==> src/rtl/fpnew_pkg.sv <==
// Shared configuration types and helpers for the shared-issue FPU scheduler.
package fpnew_pkg;

  typedef struct packed {
    int unsigned num_req;
    int unsigned max_outstanding;
  } sched_cfg_t;

  localparam sched_cfg_t DefaultSchedCfg = '{num_req: 32'd4, max_outstanding: 32'd4};

  // First set bit of mask at or after ptr, wrapping modulo n (n <= 32); returns ptr if none.
  function automatic int unsigned rr_next_idx(input int unsigned ptr,
                                              input logic [31:0] mask,
                                              input int unsigned n);
    int unsigned res;
    int unsigned idx;
    logic        found;
    res   = ptr;
    found = 1'b0;
    for (int unsigned off = 0; off < 32; off++) begin
      if (!found && off < n) begin
        idx = (ptr + off) % n;
        if (mask[idx[4:0]]) begin
          res   = idx;
          found = 1'b1;
        end
      end
    end
    return res;
  endfunction

endpackage

==> src/rtl/fpnew_sched_credit_cnt.sv <==
// Per-requester in-flight credit counter: saturating up/down with flush to zero.
module fpnew_sched_credit_cnt #(
  parameter int MaxOutstanding = 4
) (
  input  logic clk_i,
  input  logic rst_i,
  input  logic inc_i,
  input  logic dec_i,
  input  logic flush_i,
  output logic full_o,
  output logic zero_o
);

  localparam int CntWidth = $clog2(MaxOutstanding + 1);

  logic [CntWidth-1:0] cnt_q, cnt_d;
  logic                do_inc, do_dec;

  assign full_o = (cnt_q == CntWidth'(MaxOutstanding));
  assign zero_o = (cnt_q == '0);

  always_comb begin
    do_inc = inc_i & ~full_o;
    do_dec = dec_i & ~zero_o;
    cnt_d  = cnt_q;
    // Flush wins; a simultaneous issue and retire leaves the count untouched.
    if (flush_i)               cnt_d = '0;
    else if (do_inc && !do_dec) cnt_d = cnt_q + CntWidth'(1);
    else if (do_dec && !do_inc) cnt_d = cnt_q - CntWidth'(1);
  end

  always_ff @(posedge clk_i or posedge rst_i) begin
    if (rst_i) cnt_q <= '0;
    else       cnt_q <= cnt_d;
  end

endmodule

==> src/rtl/fpnew_shared_issue_sched.sv <==
// Shares one FPU between NumReq requesters: round-robin issue with tags, credit limits,
// and tag-based routing of (possibly out-of-order) results back to their owners.
module fpnew_shared_issue_sched
  import fpnew_pkg::*;
#(
  parameter int NumReq         = 4,
  parameter int PayloadWidth   = 128,
  parameter int ResultWidth    = 37,
  parameter int MaxOutstanding = 4,
  localparam int IdxWidth      = $clog2(NumReq)
) (
  input  logic                                 clk_i,
  input  logic                                 rst_i,
  input  logic [NumReq-1:0]                    req_valid_i,
  output logic [NumReq-1:0]                    req_ready_o,
  input  logic [NumReq-1:0][PayloadWidth-1:0]  req_data_i,
  output logic                                 fpu_valid_o,
  input  logic                                 fpu_ready_i,
  output logic [PayloadWidth-1:0]              fpu_data_o,
  output logic [IdxWidth-1:0]                  fpu_tag_o,
  input  logic                                 fpu_out_valid_i,
  output logic                                 fpu_out_ready_o,
  input  logic [ResultWidth-1:0]               fpu_result_i,
  input  logic [IdxWidth-1:0]                  fpu_tag_i,
  output logic [NumReq-1:0]                    rsp_valid_o,
  input  logic [NumReq-1:0]                    rsp_ready_i,
  output logic [ResultWidth-1:0]               rsp_result_o,
  input  logic                                 flush_i,
  output logic                                 busy_o
);

  logic                    issue_valid_q, issue_valid_d;
  logic [PayloadWidth-1:0] data_q, data_d;
  logic [IdxWidth-1:0]     tag_q, tag_d;
  logic [IdxWidth-1:0]     ptr_q, ptr_d;

  logic [NumReq-1:0]   full, zero, eligible, grant_oh, inc, dec, tag_hit, live;
  logic [IdxWidth-1:0] grant_idx;
  logic                loadable, load, tag_live;

  always_comb begin
    eligible    = req_valid_i & ~full;
    grant_idx   = IdxWidth'(rr_next_idx(32'(ptr_q), 32'(eligible), NumReq));
    grant_oh    = NumReq'(1) << grant_idx;
    loadable    = ~issue_valid_q | fpu_ready_i;
    load        = loadable & (|eligible) & ~flush_i & ~rst_i;
    req_ready_o = load ? grant_oh : '0;
    inc         = req_ready_o & req_valid_i;
  end

  always_comb begin
    issue_valid_d = issue_valid_q;
    data_d        = data_q;
    tag_d         = tag_q;
    ptr_d         = ptr_q;
    if (flush_i) begin
      issue_valid_d = 1'b0;
    end else if (load) begin
      issue_valid_d = 1'b1;
      data_d        = req_data_i[grant_idx];
      tag_d         = grant_idx;
      ptr_d         = (grant_idx == IdxWidth'(NumReq - 1)) ? '0 : grant_idx + IdxWidth'(1);
    end else if (fpu_ready_i) begin
      issue_valid_d = 1'b0;
    end
  end

  always_ff @(posedge clk_i or posedge rst_i) begin
    if (rst_i) begin
      issue_valid_q <= 1'b0;
      data_q        <= '0;
      tag_q         <= '0;
      ptr_q         <= '0;
    end else begin
      issue_valid_q <= issue_valid_d;
      data_q        <= data_d;
      tag_q         <= tag_d;
      ptr_q         <= ptr_d;
    end
  end

  assign fpu_valid_o = issue_valid_q;
  assign fpu_data_o  = data_q;
  assign fpu_tag_o   = tag_q;

  // Results with an unknown tag or no outstanding credit are drained silently.
  always_comb begin
    for (int k = 0; k < NumReq; k++) tag_hit[k] = (fpu_tag_i == IdxWidth'(k));
    live            = tag_hit & ~zero;
    tag_live        = |live;
    rsp_valid_o     = (fpu_out_valid_i & ~flush_i) ? live : '0;
    fpu_out_ready_o = (flush_i | ~tag_live) ? 1'b1 : |(tag_hit & rsp_ready_i);
    dec             = rsp_valid_o & rsp_ready_i;
  end

  assign rsp_result_o = fpu_result_i;
  assign busy_o       = issue_valid_q | ~(&zero);

  for (genvar i = 0; i < NumReq; i++) begin : g_cnt
    fpnew_sched_credit_cnt #(
      .MaxOutstanding(MaxOutstanding)
    ) u_cnt (
      .clk_i  (clk_i),
      .rst_i  (rst_i),
      .inc_i  (inc[i]),
      .dec_i  (dec[i]),
      .flush_i(flush_i),
      .full_o (full[i]),
      .zero_o (zero[i])
    );
  end

  a_result_tag_live: assert property (@(posedge clk_i) disable iff (rst_i)
      (fpu_out_valid_i && !flush_i) |-> tag_live)
    else $error("result with invalid tag or no outstanding credit");

endmodule
==> config.mk <==
export PLATFORM = sky130hd
export DESIGN_NAME = fpnew_shared_issue_sched
export DESIGN_NICKNAME = d
export VERILOG_FILES = /design/src/rtl/fpnew_pkg.sv /design/src/rtl/fpnew_sched_credit_cnt.sv /design/src/rtl/fpnew_shared_issue_sched.sv
export SDC_FILE = /design/constraint.sdc
export NUM_CORES = 1
export LEC_CHECK = 0
export ABC_AREA = 1
export BUFFER_PORTS_ARGS = -buffer_cell sky130_fd_sc_hd__clkbuf_2
export CAP_MARGIN = 40
export CORE_AREA = 2 2 292 294
export DETAILED_ROUTE_END_ITERATION = 6
export DIE_AREA = 0 0 294 296
export SETUP_SLACK_MARGIN = 0.4
export SYNTH_ARGS = -nofsm -noshare
export SYNTH_HDL_FRONTEND = slang
export SYNTH_SLANG_ARGS = --single-unit
==> constraint.sdc <==
create_clock -name clk_i -period 11.6 [get_ports clk_i]
set_input_delay 2.9 -clock clk_i [delete_from_list [all_inputs] [get_ports clk_i]]
set_output_delay 2.9 -clock clk_i [all_outputs]
set_load 0.03 [all_outputs]
==> reports/metrics.yaml <==
status: "finished, final reports clean"
drt-pass1-iter-count: 7
wl_met1_um: 21000
htree_num_levels: 4
wirelength_um: 51800
worst_ep_arrival_time_ps: 5380
hold_class: "register to register"
grt_pass1_wl_um: 71200
grt_pass1_vias: 11800
power_density_nw_per_um2: 396
cp_max_fo: 68
antenna_found_initial: 11
fp.dieArea_um2: 87000
drc: 0
cp-end-kind: "output pin"
drv_cap: 0
hold_buffers: 0
top_layer: "met5"
fin_util: 0.174
yosysSeqAreaShare: 0.361
clock_latency_ps: 480
required_ps: 8700
finalHoldViolCount: 0
fill_cells: 9717
post_cts_resized: 0
syn2layout_area_growth_pct: 45.7
period_needed_ps: 8280
grt_usage: 0.111
grt_max_degree: 97
slew_viol_final: 0
tightest_slew_ps: 983
drt-initial-drc-count: 554
max_stage_delay_ps: 620
gp_congestion: 0.916
num_rows: 107
numCtsBuffers: 17
synth_area_um2: 10100
port_buffers: 667
clk_pin_slew_ps: 60
ant_nets: 0
cts_root_buffer: "clkbuf_16"
final_common_cell: "clkbuf_2"
initial_core_util: 0.119
critPathKind: "input port to output pin"
fin_crit_sh: 0.714
clock_skew_ps: 9.19
setup_tns_ps: 0
die_x_um: 294
critPathBufInv: 4
synth-seq-cells: 145
setup_viol: 0
synth_cell_types: 32
vias_per_cell: 3.95
ios: 742
core-area_um2: 84200
clock_sinks: 145
wl_per_cell_um: 16.3
syn_area_per_cell_um2: 6.62
postCtsSetupRepairBufs: 0
regArea_um2: 3630
slew_headroom: 0.345
ir_worst_vdd_uv: 428
mostFrequentLayoutCells: "clkbuf_2, nand2_1, nor2_1, o21ai_0, dfrtp_1"
die_h_um: 296
wl_met2_um: 24400
grt_overflow_total: 0
fmaxAchievable_mhz: 121
final_layout_size_suffix_gt1_frac: 0.353
crit_path_cell_trace: "clkbuf_2 -> nor3_1 -> nand2_4 -> inv_6 -> nand2_1 -> inv_1 -> nand2_1 -> nor2_1 -> clkbuf_2"
cts_tree: "built"
ys_warn_count: 0
dr_wl_met3_um: 4190
vias: 12500
synth_cells: 1520
nets: 2638
cellLeakagePower_nw: 7.56
critPathTopFamily: "simple AND/OR/NAND/NOR gates"
multi_input_area_um2: 5410
startpoint_type: "input port"
synthesis.nets: 2089
cp_slowest_cell: "inv_6"
clk_path_buf_depth: 2
total_power_w: 0.00581
rsz0062_at_grt: "false"
hpwlAfterDp_um: 40500
==> where the power goes <==
part / internal (W) / leakage (nW) / switching (W)
Sequential: 0.000738 / 1.82 / 0.000139
Clock: 0.000320 / 0.272 / 0.000262
Combinational: 0.00127 / 5.46 / 0.00308
Total: 0.00233 / 7.56 / 0.00348
==> final cells by class <==
cell class,instances,share of cell area
Multi-Input combinational cell,1185,0.369
Sequential cell,145,0.248
Timing Repair Buffer,682,0.239
Tap cell,1090,0.0930
Clock buffer,19,0.0295
Inverter,38,0.0106
Clock inverter,13,0.0103
Antenna cell,2,0.000341
==> cells in the mapped netlist <==
cell type	number	share of area
a21oi_1	5	0.0025
a311oi_1	1	0.00087
a31oi_1	1	0.00062
buf_1	7	0.0026
buf_2	43	0.021
buf_4	46	0.034
buf_6	13	0.015
clkbuf_1	33	0.012
clkbuf_2	10	0.0050
dfrtp_1	145	0.36
fa_1	4	0.0080
ha_1	1	0.0012
inv_1	34	0.013
inv_2	4	0.0015
nand2_1	437	0.16
nand2_2	5	0.0031
nand2_4	2	0.0022
nand3_1	32	0.016
nand3_2	5	0.0050
nand4_1	11	0.0068
nand4_2	1	0.0012
nor2_1	270	0.10
nor3_1	6	0.0030
nor4_1	1	0.00062
o21a_1	2	0.0015
o21ai_0	149	0.074
o21ai_1	116	0.058
o21bai_2	1	0.0011
o22ai_1	130	0.081
or2_2	1	0.00062
xnor2_2	1	0.0016
xor2_1	3	0.0026
==> routing by layer <==
| layer | vias to the layer above | global-route usage |
|---|---|---|
| met5 | - | 0 |
| met4 | 6 | 0.0577 |
| met3 | 97 | 0.0334 |
| met2 | 611 | 0.187 |
| met1 | 5699 | 0.126 |
| li1 | 6128 | - |
==> logic make-up (layout without fill, tap and decap cells) <==
logic type,Yosys count,after routing,share of synthesized area
buffers and inverters,190,752,0.104
AND/OR/NAND/NOR,771,771,0.302
XOR/XNOR,4,4,0.00423
flip-flops,145,145,0.361
adder cells (fa/ha/maj),5,5,0.00920
AO/OA/AOI/OAI,405,405,0.219
other,0,2,0
==> final timing paths <==
path / start / endpoint / slack, ps / cells past startpoint
worst max-delay path: flush_i / req_ready_o[0] / 3320 / 9
worst min-delay path: fpu_data_o[87]$_DFFE_PP0P_ / fpu_data_o[87]$_DFFE_PP0P_ / 480 / 2
worst max register to register: g_cnt[1].u_cnt.cnt_q[0]$_DFFE_PP0P_ / fpu_data_o[56]$_DFFE_PP0P_ / 7440 / 16
worst min register to register: fpu_data_o[87]$_DFFE_PP0P_ / fpu_data_o[87]$_DFFE_PP0P_ / 480 / 2
max in group asynchronous: rst_i / fpu_data_o[81]$_DFFE_PP0P_ / 8070 / 3
min in group asynchronous: rst_i / fpu_valid_o$_DFFE_PP0P_ / 2430 / 2
==> state kept, by name (all words and copies together), names as in the netlist <==
name and cells:
fpu_valid_o 1, ptr_q 2, fpu_tag_o 2, g_cnt.u_cnt.cnt_q 12, fpu_data_o 128
==> metrics by stage <==
stage,cell area [um^2],instances,hold slack [ps],setup WS (ps)
after global placement,14000,3137,462,3330
final,14700,3174,476,3320
after CTS,14700,3172,483,3230
after detailed placement,14100,3140,464,3240
after global routing,14700,3173,490,2960
after floorplan,10100,1520,519,4180
==> worst reg2reg max path, cell delays in order (launching register included) <==
cell	delay [ps]
dfrtp_1	390
inv_1	160
nand3_1	170
nand3_1	110
nand2_1	90
nor2_1	210
nand3_2	170
nand3_2	190
nand2_4	200
buf_16	240
inv_4	190
buf_4	480
buf_4	740
o21ai_0	300
o22ai_1	300
nand2_1	90
nand2_1	70
Note: power is estimated with default switching activity, not from simulation.
